<file path="src/rtl/jtbubl_snd_post_pkg.sv">
// jtbubl_snd_post_pkg: shared FSM states, gain and saturation constants for the
// audio post-processing stage.
package jtbubl_snd_post_pkg;

   typedef enum logic [2:0] {IDLE, DIFF, MUL1, ACC, MUL2, OUT} state_t;

   localparam logic [8:0]  GAIN_UNITY = 9'd256;
   localparam logic [15:0] SAT_MAX    = 16'h7FFF;
   localparam logic [15:0] SAT_MIN    = 16'h8000;

   // {clip, value}: clamps an 18-bit signed sum to the 16-bit signed range
   function automatic logic [16:0] sat16(input logic signed [17:0] s);
      return (s > 18'sd32767)  ? {1'b1, SAT_MAX} :
             (s < -18'sd32768) ? {1'b1, SAT_MIN} : {1'b0, s[15:0]};
   endfunction

endpackage

</file>
<file path="src/rtl/jtbubl_sermul.sv">
// jtbubl_sermul: serial shift-add multiplier, 18-bit signed a times 9-bit
// unsigned b over nb clocks; p is the product arithmetically shifted right by 8.
module jtbubl_sermul (
   input  logic        clk,
   input  logic        rstn,
   input  logic        start,
   input  logic [17:0] a,
   input  logic [8:0]  b,
   input  logic [3:0]  nb,
   output logic        done,
   output logic [17:0] p
);

   logic [26:0] acc_q, acc_d, a_q, a_d;
   logic [8:0]  b_q, b_d;
   logic [3:0]  cnt_q, cnt_d;
   logic        run;

   assign run  = cnt_q != 4'd0;
   assign done = cnt_q == 4'd1;
   assign p    = acc_q[25:8];

   always_comb begin
      acc_d = start ? 27'd0 : (run && b_q[0]) ? acc_q + a_q : acc_q;
      a_d   = start ? {{9{a[17]}}, a} : run ? a_q << 1 : a_q;
      b_d   = start ? b : run ? b_q >> 1 : b_q;
      cnt_d = start ? nb : run ? cnt_q - 4'd1 : cnt_q;
   end

   always_ff @(posedge clk or negedge rstn) begin
      if (!rstn) begin
         acc_q <= '0;
         a_q   <= '0;
         b_q   <= '0;
         cnt_q <= '0;
      end else begin
         acc_q <= acc_d;
         a_q   <= a_d;
         b_q   <= b_d;
         cnt_q <= cnt_d;
      end
   end

endmodule

</file>
<file path="src/rtl/jtbubl_snd_post.sv">
// jtbubl_snd_post: RC-style one-pole low-pass, 16-bit saturation and click-free
// gain ramp on the mixed sound sample, with held peak and sticky overrun flags.
module jtbubl_snd_post
   import jtbubl_snd_post_pkg::*;
#(
   parameter logic [15:0] PEAK_TH   = 16'h7F00,
   parameter logic [15:0] PEAK_HOLD = 16'd4800,
   parameter logic [8:0]  RAMP_STEP = 9'd1
) (
   input  logic        clk,
   input  logic        rstn,
   input  logic [15:0] din,
   input  logic        din_stb,
   input  logic        enable,
   input  logic [7:0]  lpf_k,
   output logic [15:0] dout,
   output logic        dout_stb,
   output logic        peak,
   output logic        overrun,
   input  logic        ovr_clr
);

   state_t      st_q, st_d;
   logic [15:0] x_q, x_d, y_q, y_d, dout_q, dout_d, pcnt_q, pcnt_d;
   logic [8:0]  gain_q, gain_d;
   logic        kz_q, kz_d, clip_q, clip_d, stb_q, stb_d, ovr_q, ovr_d;

   logic        mul_start, mul_done;
   logic [17:0] mul_a, mul_p, sum;
   logic [8:0]  mul_b, gain_inc, gain_dec;
   logic [3:0]  mul_nb;
   logic [16:0] diff, sat, ye, ay;
   logic [15:0] y_acc;
   logic [9:0]  gsum;
   logic        drop, trig;

   assign diff  = {x_q[15], x_q} - {y_q[15], y_q};
   assign sum   = {{2{y_q[15]}}, y_q} + mul_p;
   assign sat   = sat16(sum);
   assign y_acc = kz_q ? x_q : sat[15:0];

   // DIFF launches x-y times k; ACC launches the freshly filtered y times gain
   assign mul_start = (st_q == DIFF) || (st_q == ACC);
   assign mul_a     = (st_q == DIFF) ? {diff[16], diff} : {{2{y_acc[15]}}, y_acc};
   assign mul_b     = (st_q == DIFF) ? {1'b0, lpf_k} : gain_q;
   assign mul_nb    = (st_q == DIFF) ? 4'd8 : 4'd9;

   assign gsum     = {1'b0, gain_q} + {1'b0, RAMP_STEP};
   assign gain_inc = (gsum > {1'b0, GAIN_UNITY}) ? GAIN_UNITY : gsum[8:0];
   assign gain_dec = (gain_q > RAMP_STEP) ? gain_q - RAMP_STEP : 9'd0;

   // 17-bit magnitude so that -32768 is seen as 32768
   assign ye   = {y_q[15], y_q};
   assign ay   = y_q[15] ? 17'd0 - ye : ye;
   assign trig = clip_q || (ay >= {1'b0, PEAK_TH});
   assign drop = din_stb && (st_q != IDLE);

   jtbubl_sermul u_mul (
      .clk   (clk),
      .rstn  (rstn),
      .start (mul_start),
      .a     (mul_a),
      .b     (mul_b),
      .nb    (mul_nb),
      .done  (mul_done),
      .p     (mul_p)
   );

   always_comb begin
      st_d   = st_q;
      x_d    = x_q;
      y_d    = y_q;
      kz_d   = kz_q;
      clip_d = clip_q;
      dout_d = dout_q;
      gain_d = gain_q;
      pcnt_d = pcnt_q;
      stb_d  = st_q == OUT;
      ovr_d  = drop ? 1'b1 : ovr_clr ? 1'b0 : ovr_q;
      case (st_q)
         IDLE: begin
            x_d  = din_stb ? din : x_q;
            st_d = din_stb ? DIFF : IDLE;
         end
         DIFF: begin
            kz_d = lpf_k == 8'd0;
            st_d = MUL1;
         end
         MUL1: st_d = mul_done ? ACC : MUL1;
         ACC: begin
            y_d    = y_acc;
            clip_d = !kz_q && sat[16];
            st_d   = MUL2;
         end
         MUL2: st_d = mul_done ? OUT : MUL2;
         OUT: begin
            dout_d = mul_p[15:0];
            gain_d = enable ? gain_inc : gain_dec;
            pcnt_d = trig ? PEAK_HOLD : (pcnt_q != 16'd0) ? pcnt_q - 16'd1 : 16'd0;
            st_d   = IDLE;
         end
         default: st_d = IDLE;
      endcase
   end

   always_ff @(posedge clk or negedge rstn) begin
      if (!rstn) begin
         st_q   <= IDLE;
         x_q    <= '0;
         y_q    <= '0;
         kz_q   <= 1'b0;
         clip_q <= 1'b0;
         dout_q <= '0;
         gain_q <= '0;
         pcnt_q <= '0;
         stb_q  <= 1'b0;
         ovr_q  <= 1'b0;
      end else begin
         st_q   <= st_d;
         x_q    <= x_d;
         y_q    <= y_d;
         kz_q   <= kz_d;
         clip_q <= clip_d;
         dout_q <= dout_d;
         gain_q <= gain_d;
         pcnt_q <= pcnt_d;
         stb_q  <= stb_d;
         ovr_q  <= ovr_d;
      end
   end

   assign dout     = dout_q;
   assign dout_stb = stb_q;
   assign peak     = pcnt_q != 16'd0;
   assign overrun  = ovr_q;

endmodule

</file>
<file path="config.mk">
export PLATFORM = sky130hd
export DESIGN_NAME = jtbubl_snd_post
export DESIGN_NICKNAME = d
export VERILOG_FILES = /design/src/rtl/jtbubl_snd_post_pkg.sv /design/src/rtl/jtbubl_sermul.sv /design/src/rtl/jtbubl_snd_post.sv
export SDC_FILE = /design/constraint.sdc
export NUM_CORES = 1
export LEC_CHECK = 0
export ABC_AREA = 1
export BUFFER_PORTS_ARGS = -buffer_cell sky130_fd_sc_hd__buf_2
export CELL_PAD_IN_SITES_DETAIL_PLACEMENT = 1
export CELL_PAD_IN_SITES_GLOBAL_PLACEMENT = 2
export CORE_UTILIZATION = 35
export CTS_BUF_LIST = sky130_fd_sc_hd__clkbuf_4
export DETAILED_ROUTE_END_ITERATION = 7
export GPL_ROUTABILITY_DRIVEN = 1
export PLACE_DENSITY_LB_ADDON = 0.1
export RECOVER_POWER = 25
export SYNTH_ARGS = -nofsm -noshare
export SYNTH_HDL_FRONTEND = slang
export SYNTH_SLANG_ARGS = --single-unit
</file>
<file path="constraint.sdc">
create_clock -name clk -period 6.1 [get_ports clk]
set_input_delay 0.61 -clock clk [delete_from_list [all_inputs] [get_ports clk]]
set_output_delay 0.61 -clock clk [all_outputs]
set_load 0.02 [all_outputs]
</file>
==> out/qor.yml, run 1 <==
status: "finished clean"
overflow: 0
die_area_sq_um: 29740
ff2ff_setup_slack_ns: 2.87
criticalPathCategory: "flip-flop to flip-flop"
yosysWarnings: 0
routed_wl_um: 33850
start_util_pct: 35.52
timing.fmax_mhz: 309.5
layout_setup_ws_ns: 2.869
cp_cell_sequence: "inv_2, nand2_2, inv_2, nor2_2, inv_2, o21ai_0, a21oi_1, nand3_1, o21ai_1, inv_1"
post_cts_resized: 0
drt_iter0_drc: 515
fillCellCount: 3643
startpoint_type: "flip-flop"
yosys_most_used_dff: "dfrtp_1"
period_minus_slack_ns: 3.231
maxSlewViolCount: 0
avgSynthCellArea_sq_um: 7.171
clk_latency_ns: 0.58
critPathRequiredTime_ns: 6.59
viasPerCell: 5.132
synth_edf_count: 0
crit_family: "simple AND/OR/NAND/NOR gates"
hold_viol_final: 0
finClkSkew_ns: 0.05186
globalRouteTotalUtil_pct: 24.01
yosys-top-cells-count: "nand2_1, inv_1, dfrtp_1"
clock_sinks: 145
tightest_slew_ns: 1.062
layout-drive-gt1-share_pct: 8.191
first_global_vias: 9623
dp_hpwl_um: 26260
cts_setup_buffers: 0
rsz0062_at_grt: "false"
synth_area_sq_um: 10170
cp_common_cell: "inv_2"
arrival_ns: 3.72
synthCells: 1418
io_buffers: 47
netlist-cell-type-count: 48
synth_top_area_share_pct: 35.68
post_drt_wl_per_cell_um: 18.30
finalCritPeriodShare_pct: 52.96
maxCapViolCount: 0
dr_total_vias: 9495
setup_tns_ns: 0
synth.most_common_cell: "nand2_1"
synth_seq_cells: 145
route.detailed.drc: 0
worst-path-stages: 10
cts_max_level: 4
hold_path.class: "input port to asynchronous set/reset pin"
rows: 62
cts_tree: "yes"
postRouteAntennaNets: 0
synthesis.nets: 1517
drtPass1Iterations: 4
pin_count: 48
grt_pass1_wl_um: 54010
cts_root_buf: "clkbuf_4"
coreArea_sq_um: 28630
cp_slowest_stage_delay_ns: 0.89
path_buf_inv: 4
grt_max_degree: 84
max_slew_margin_pct: 29.03
path_clk_slew_ns: 0.17
synth_area_leaders: "dfrtp_1, nand2_1, ha_1"
place_ws_ns: 2.855
cts_buffer_depth: 2
finalNetCount: 1551
hold_buffers: 0
setup_viol: 0
cts_buffers: 17
ys_seq_area_share_pct: 35.68
reg2reg_depth: 10
crit_slowest_cell: "nor2_2"
antenna_found_initial: 1
cp-end-kind: "flip-flop"
yosysTopAreaCell: "dfrtp_1"
dieWidth_um: 172.5
multi_input_area_sq_um: 5754
area_growth_pct: 8.454
path_max_fanout: 47
die_h_um: 172.5
ff_latch_area_sq_um: 3628
ys_async_sr_fraction_pct: 100.0
gp_congestion: 0.8524
-- registers in the layout, indices dropped and copies added, names as in the netlist, 3 cells and up --
register,flops
dout,16
gain_q,9
pcnt_q,16
st_q,3
u_mul.a_q,26
u_mul.acc_q,26
u_mul.b_q,9
u_mul.cnt_q,4
x_q,16
y_q,16
-- worst paths after layout --
path | from | to
max in group asynchronous | rstn | u_mul.acc_q[2]$_DFFE_PN0P_
min in group clk | ovr_clr | overrun$_DFFE_PN0P_
min | rstn | x_q[4]$_DFFE_PN0P_
min reg2reg | dout[9]$_DFFE_PN0P_ | dout[9]$_DFFE_PN0P_
max reg2reg | st_q[2]$_DFF_PN0_ | u_mul.a_q[1]$_DFFE_PN0P_
max | st_q[2]$_DFF_PN0_ | u_mul.a_q[1]$_DFFE_PN0P_
-- layout make-up --
| cell class | count | share of cell area, % |
|---|---|---|
| diodes | 1 | 0.02269 |
| clock buffers | 20 | 1.361 |
| clock inverters | 12 | 0.9984 |
| inverters | 166 | 5.650 |
| multi-input cells | 1070 | 52.18 |
| flip-flops and latches | 145 | 32.90 |
| well taps | 384 | 4.357 |
| repair buffers | 52 | 2.530 |
-- layer usage --
metal  global-route usage, %  vias to the layer above  routed length (um)
li1                        -                     4757                   -
met5                       0                        -                   0
met1                   35.32                     4611               17650
met2                   37.71                      104               14980
met4                   4.733                        0                 398
met3                   2.632                       23                 814
-- cell families (layout without fill, tap and decap cells) --
group,after synthesis,after routing,share of synthesized area (%)
fa+ha+maj,70,70,8.835
xor+xnor,47,47,4.048
simple gates,612,612,24.99
flops,145,145,35.68
mux,1,1,0.1107
buf+inv,203,250,7.752
compound gates,340,340,18.58
other cells,0,1,0
-- worst register-to-register path, stage by stage (launching register included) --
cell and delay (ns):
dfrtp_1 0.43, inv_2 0.09, nand2_2 0.31, inv_2 0.28, nor2_2 0.89, inv_2 0.61, o21ai_0 0.22, a21oi_1 0.08
nand3_1 0.11, o21ai_1 0.08, inv_1 0.08
-- cell usage in the layout (no fill, tap or decap), types with 7 or more instances in the layout --
cell type / instances
o31ai_1: 8
inv_1: 161
nand2_2: 8
nor3_1: 22
nor2_1: 112
o21ai_0: 135
dfrtp_1: 145
clkbuf_4: 20
nand2_1: 363
a21oi_2: 9
nand3_1: 72
nand4_1: 11
ha_1: 67
xor2_1: 26
o21bai_1: 7
buf_2: 46
o22ai_1: 10
a21oi_1: 122
xnor2_1: 21
o21ai_1: 13
-- metrics by stage --
step / hold slack, ns / area, sq um / instances / utilization (%)
floorplan: 0.3144 / 10170 / 1418 / -
global placement: 0.4615 / 10770 / 1817 / 37.61
detailed placement: 0.4672 / 10770 / 1817 / 37.61
CTS: 0.09923 / 11030 / 1849 / 38.52
global route: 0.1347 / 11030 / 1850 / 38.53
finish: 0.1090 / 11030 / 1850 / 38.53
Power of run 1 is left out: the tool's default activity adds up to more than one toggle a clock period on the data nets, which glitch-free logic cannot reach.
==> run 2, diff against run 1 <==
- clock period: 6.1 -> 3.2 ns (I/O delays scaled with it)
==> run 2 against run 1 <==
  * The flow now finishes with violations (capacitance limit, slew limit)
  * Global-route usage is 0.70 points higher
  * Fmax grew 16%
  * Count of clock-buffer cells in the layout shrank 3
  * Wire length increased by 2.0%
  * Sequential cell count did not move
  * Critical path depth increased by 8
  * First-iteration DRC count down 0.19%
  * Worst setup slack worse by 2.4 ns
  * Via count rose by 2.1%
  * Hold slack lost 0.056 ns
  * Final cell count is 2.0% higher
==> out/qor.yml, run 2 (synthesized netlist as in run 1, its figures left out) <==
postRouteAntennaNets: 0  # unchanged
finalCritPeriodShare_pct: 86.75  # +34 points
path_max_fanout: 10  # -79%
max_slew_margin_pct: -45.00  # -74 points
route.detailed.drc: 0  # unchanged
cts_buffer_depth: 2  # unchanged
clk_latency_ns: 0.59  # about the same
status: "finished with violations"
layout-drive-gt1-share_pct: 8.988  # +0.80 points
fillCellCount: 3662  # +0.52%
antenna_found_initial: 1  # unchanged
hold_path.class: "input port to flip-flop"
cts_buffers: 17  # unchanged
hp-start: "enable"
arrival_ns: 3.25  # -0.47 ns
grt_most_used_layer: "met2"
period_minus_slack_ns: 2.776  # -0.4549 ns
maxCapViolCount: 1  # +1
criticalPathCategory: "flip-flop to flip-flop"
cts_root_buf: "clkbuf_4"
tightest_slew_ns: 2.175  # +1.113 ns
final_cell_mix: "nand2_1, inv_1, dfrtp_1"
viasPerCell: 5.138  # +0.11%
pin_count: 48  # unchanged
hold_viol_final: 0  # unchanged
gp_congestion: 0.8684  # +1.9%
cts_tree: "yes"
post_cts_resized: 0  # unchanged
cts_max_level: 4  # unchanged
violations: "capacitance limit, slew limit"
critPathRequiredTime_ns: 3.68  # -2.91 ns
die_h_um: 172.5  # unchanged
cp-end-kind: "flip-flop"
dieWidth_um: 172.5  # unchanged
finClkSkew_ns: 0.02920  # -0.02267 ns
setup_tns_ns: 0  # unchanged
post_drt_wl_per_cell_um: 18.30  # about the same
hold_path_depth: 3
grt_pass1_wl_um: 55280  # +2.3%
r2r-start: "x_q[0]$_DFFE_PN0P_"
start_util_pct: 35.52  # unchanged
use_met3_pct: 2.930  # +0.30 points
reg_top3: "u_mul.a_q (26), u_mul.acc_q (26)"
die_area_sq_um: 29740  # unchanged
crit_start: "x_q[0]$_DFFE_PN0P_"
routed_wl_um: 34540  # +2.0%
first_global_vias: 9748  # +1.3%
startpoint_type: "flip-flop"
grt_max_degree: 79  # -6.0%
maxSlewViolCount: 78  # +78
area_growth_pct: 12.53
timing.fmax_mhz: 360.2  # +16%
layout_commonest_cell: "nand2_1"
rows: 62  # unchanged
finalNetCount: 1588  # +2.4%
io_buffers: 47  # unchanged
clock_sinks: 145  # unchanged
overflow: 0  # unchanged
dp_hpwl_um: 27010  # +2.9%
globalRouteTotalUtil_pct: 24.71  # +0.70 points
reg2reg_depth: 18  # +8
drtPass1Iterations: 6  # +2
coreArea_sq_um: 28630  # unchanged
rsz0062_at_grt: "false"
setup_viol: 0  # unchanged
grt_use_met2_pct: 38.69  # +0.98 points
path_clk_slew_ns: 0.16  # about the same
dr_total_vias: 9696  # +2.1%
drt_iter0_drc: 514  # -0.19%
gr-usage-met1_pct: 36.52  # +1.2 points
-- run 2: final timing paths --
kind	slack [ns]	end
worst max register to register	0.42	u_mul.a_q[21]$_DFFE_PN0P_
worst max-delay path	0.42	u_mul.a_q[21]$_DFFE_PN0P_
worst min-delay path	0.05	gain_q[1]$_DFFE_PN0P_
worst min register to register	0.49	dout[12]$_DFFE_PN0P_
max in group asynchronous	0.93	u_mul.acc_q[2]$_DFFE_PN0P_
min in group asynchronous	0.85	x_q[1]$_DFFE_PN0P_
-- run 2: cell type report --
cell class                 instances  area [sq um]  area share, %
clock inverter                    15         207.7          1.815
tap                              384         480.5          4.199
sequential                       145          3628          31.71
antenna                            1         2.502        0.02187
multi-input combinational       1070          5754          50.29
inverter                         166         623.1          5.446
clock buffer                      17         127.6          1.115
timing repair buffer              89         618.1          5.402
-- run 2: timing repair --
action                     4_1_cts  5_1_grt
hold buffers                    22        0
setup endpoints to repair        0        0
buffers inserted                 0        0
hold endpoints to repair        94        0
-- run 2: metrics by stage --
step           util, %  hold slack [ns]  instances  cell area, sq um  setup slack (ns)
6_report         39.97          0.05348       1887             11440            0.4241
5_1_grt          39.97          0.01337       1887             11440           0.08099
4_1_cts          39.99          0.01083       1886             11450            0.4290
3_5_place_dp     38.05           0.4329       1832             10890            0.4449
3_3_place_gp     38.05           0.4347       1832             10890            0.5200
2_1_floorplan        -          0.02441       1418             10170            0.9626
-- run 2: layer usage --
| metal | routed length, um | vias to the layer above |
|---|---|---|
| met5 | 0 | - |
| met4 | 265 | 0 |
| met3 | 1090 | 18 |
| met2 | 15380 | 123 |
| met1 | 17800 | 4716 |
| li1 | - | 4839 |
-- run 2: worst max-delay path: stages (launching register included) --
cell      delay (ns)
dfrtp_1         0.37
inv_1           0.07
ha_1            0.23
fa_1            0.39
nand3b_1        0.17
nand2_1         0.20
nand2_1         0.11
nand2_1         0.08
nand2_1         0.05
nand2_1         0.10
nand2_1         0.10
nand2_1         0.07
nand2_1         0.07
nand2_1         0.06
nand2_1         0.05
nand2_1         0.10
nand2_2         0.16
o21ai_0         0.20
nand2_1         0.07
Power of run 2 is left out for the same reason.
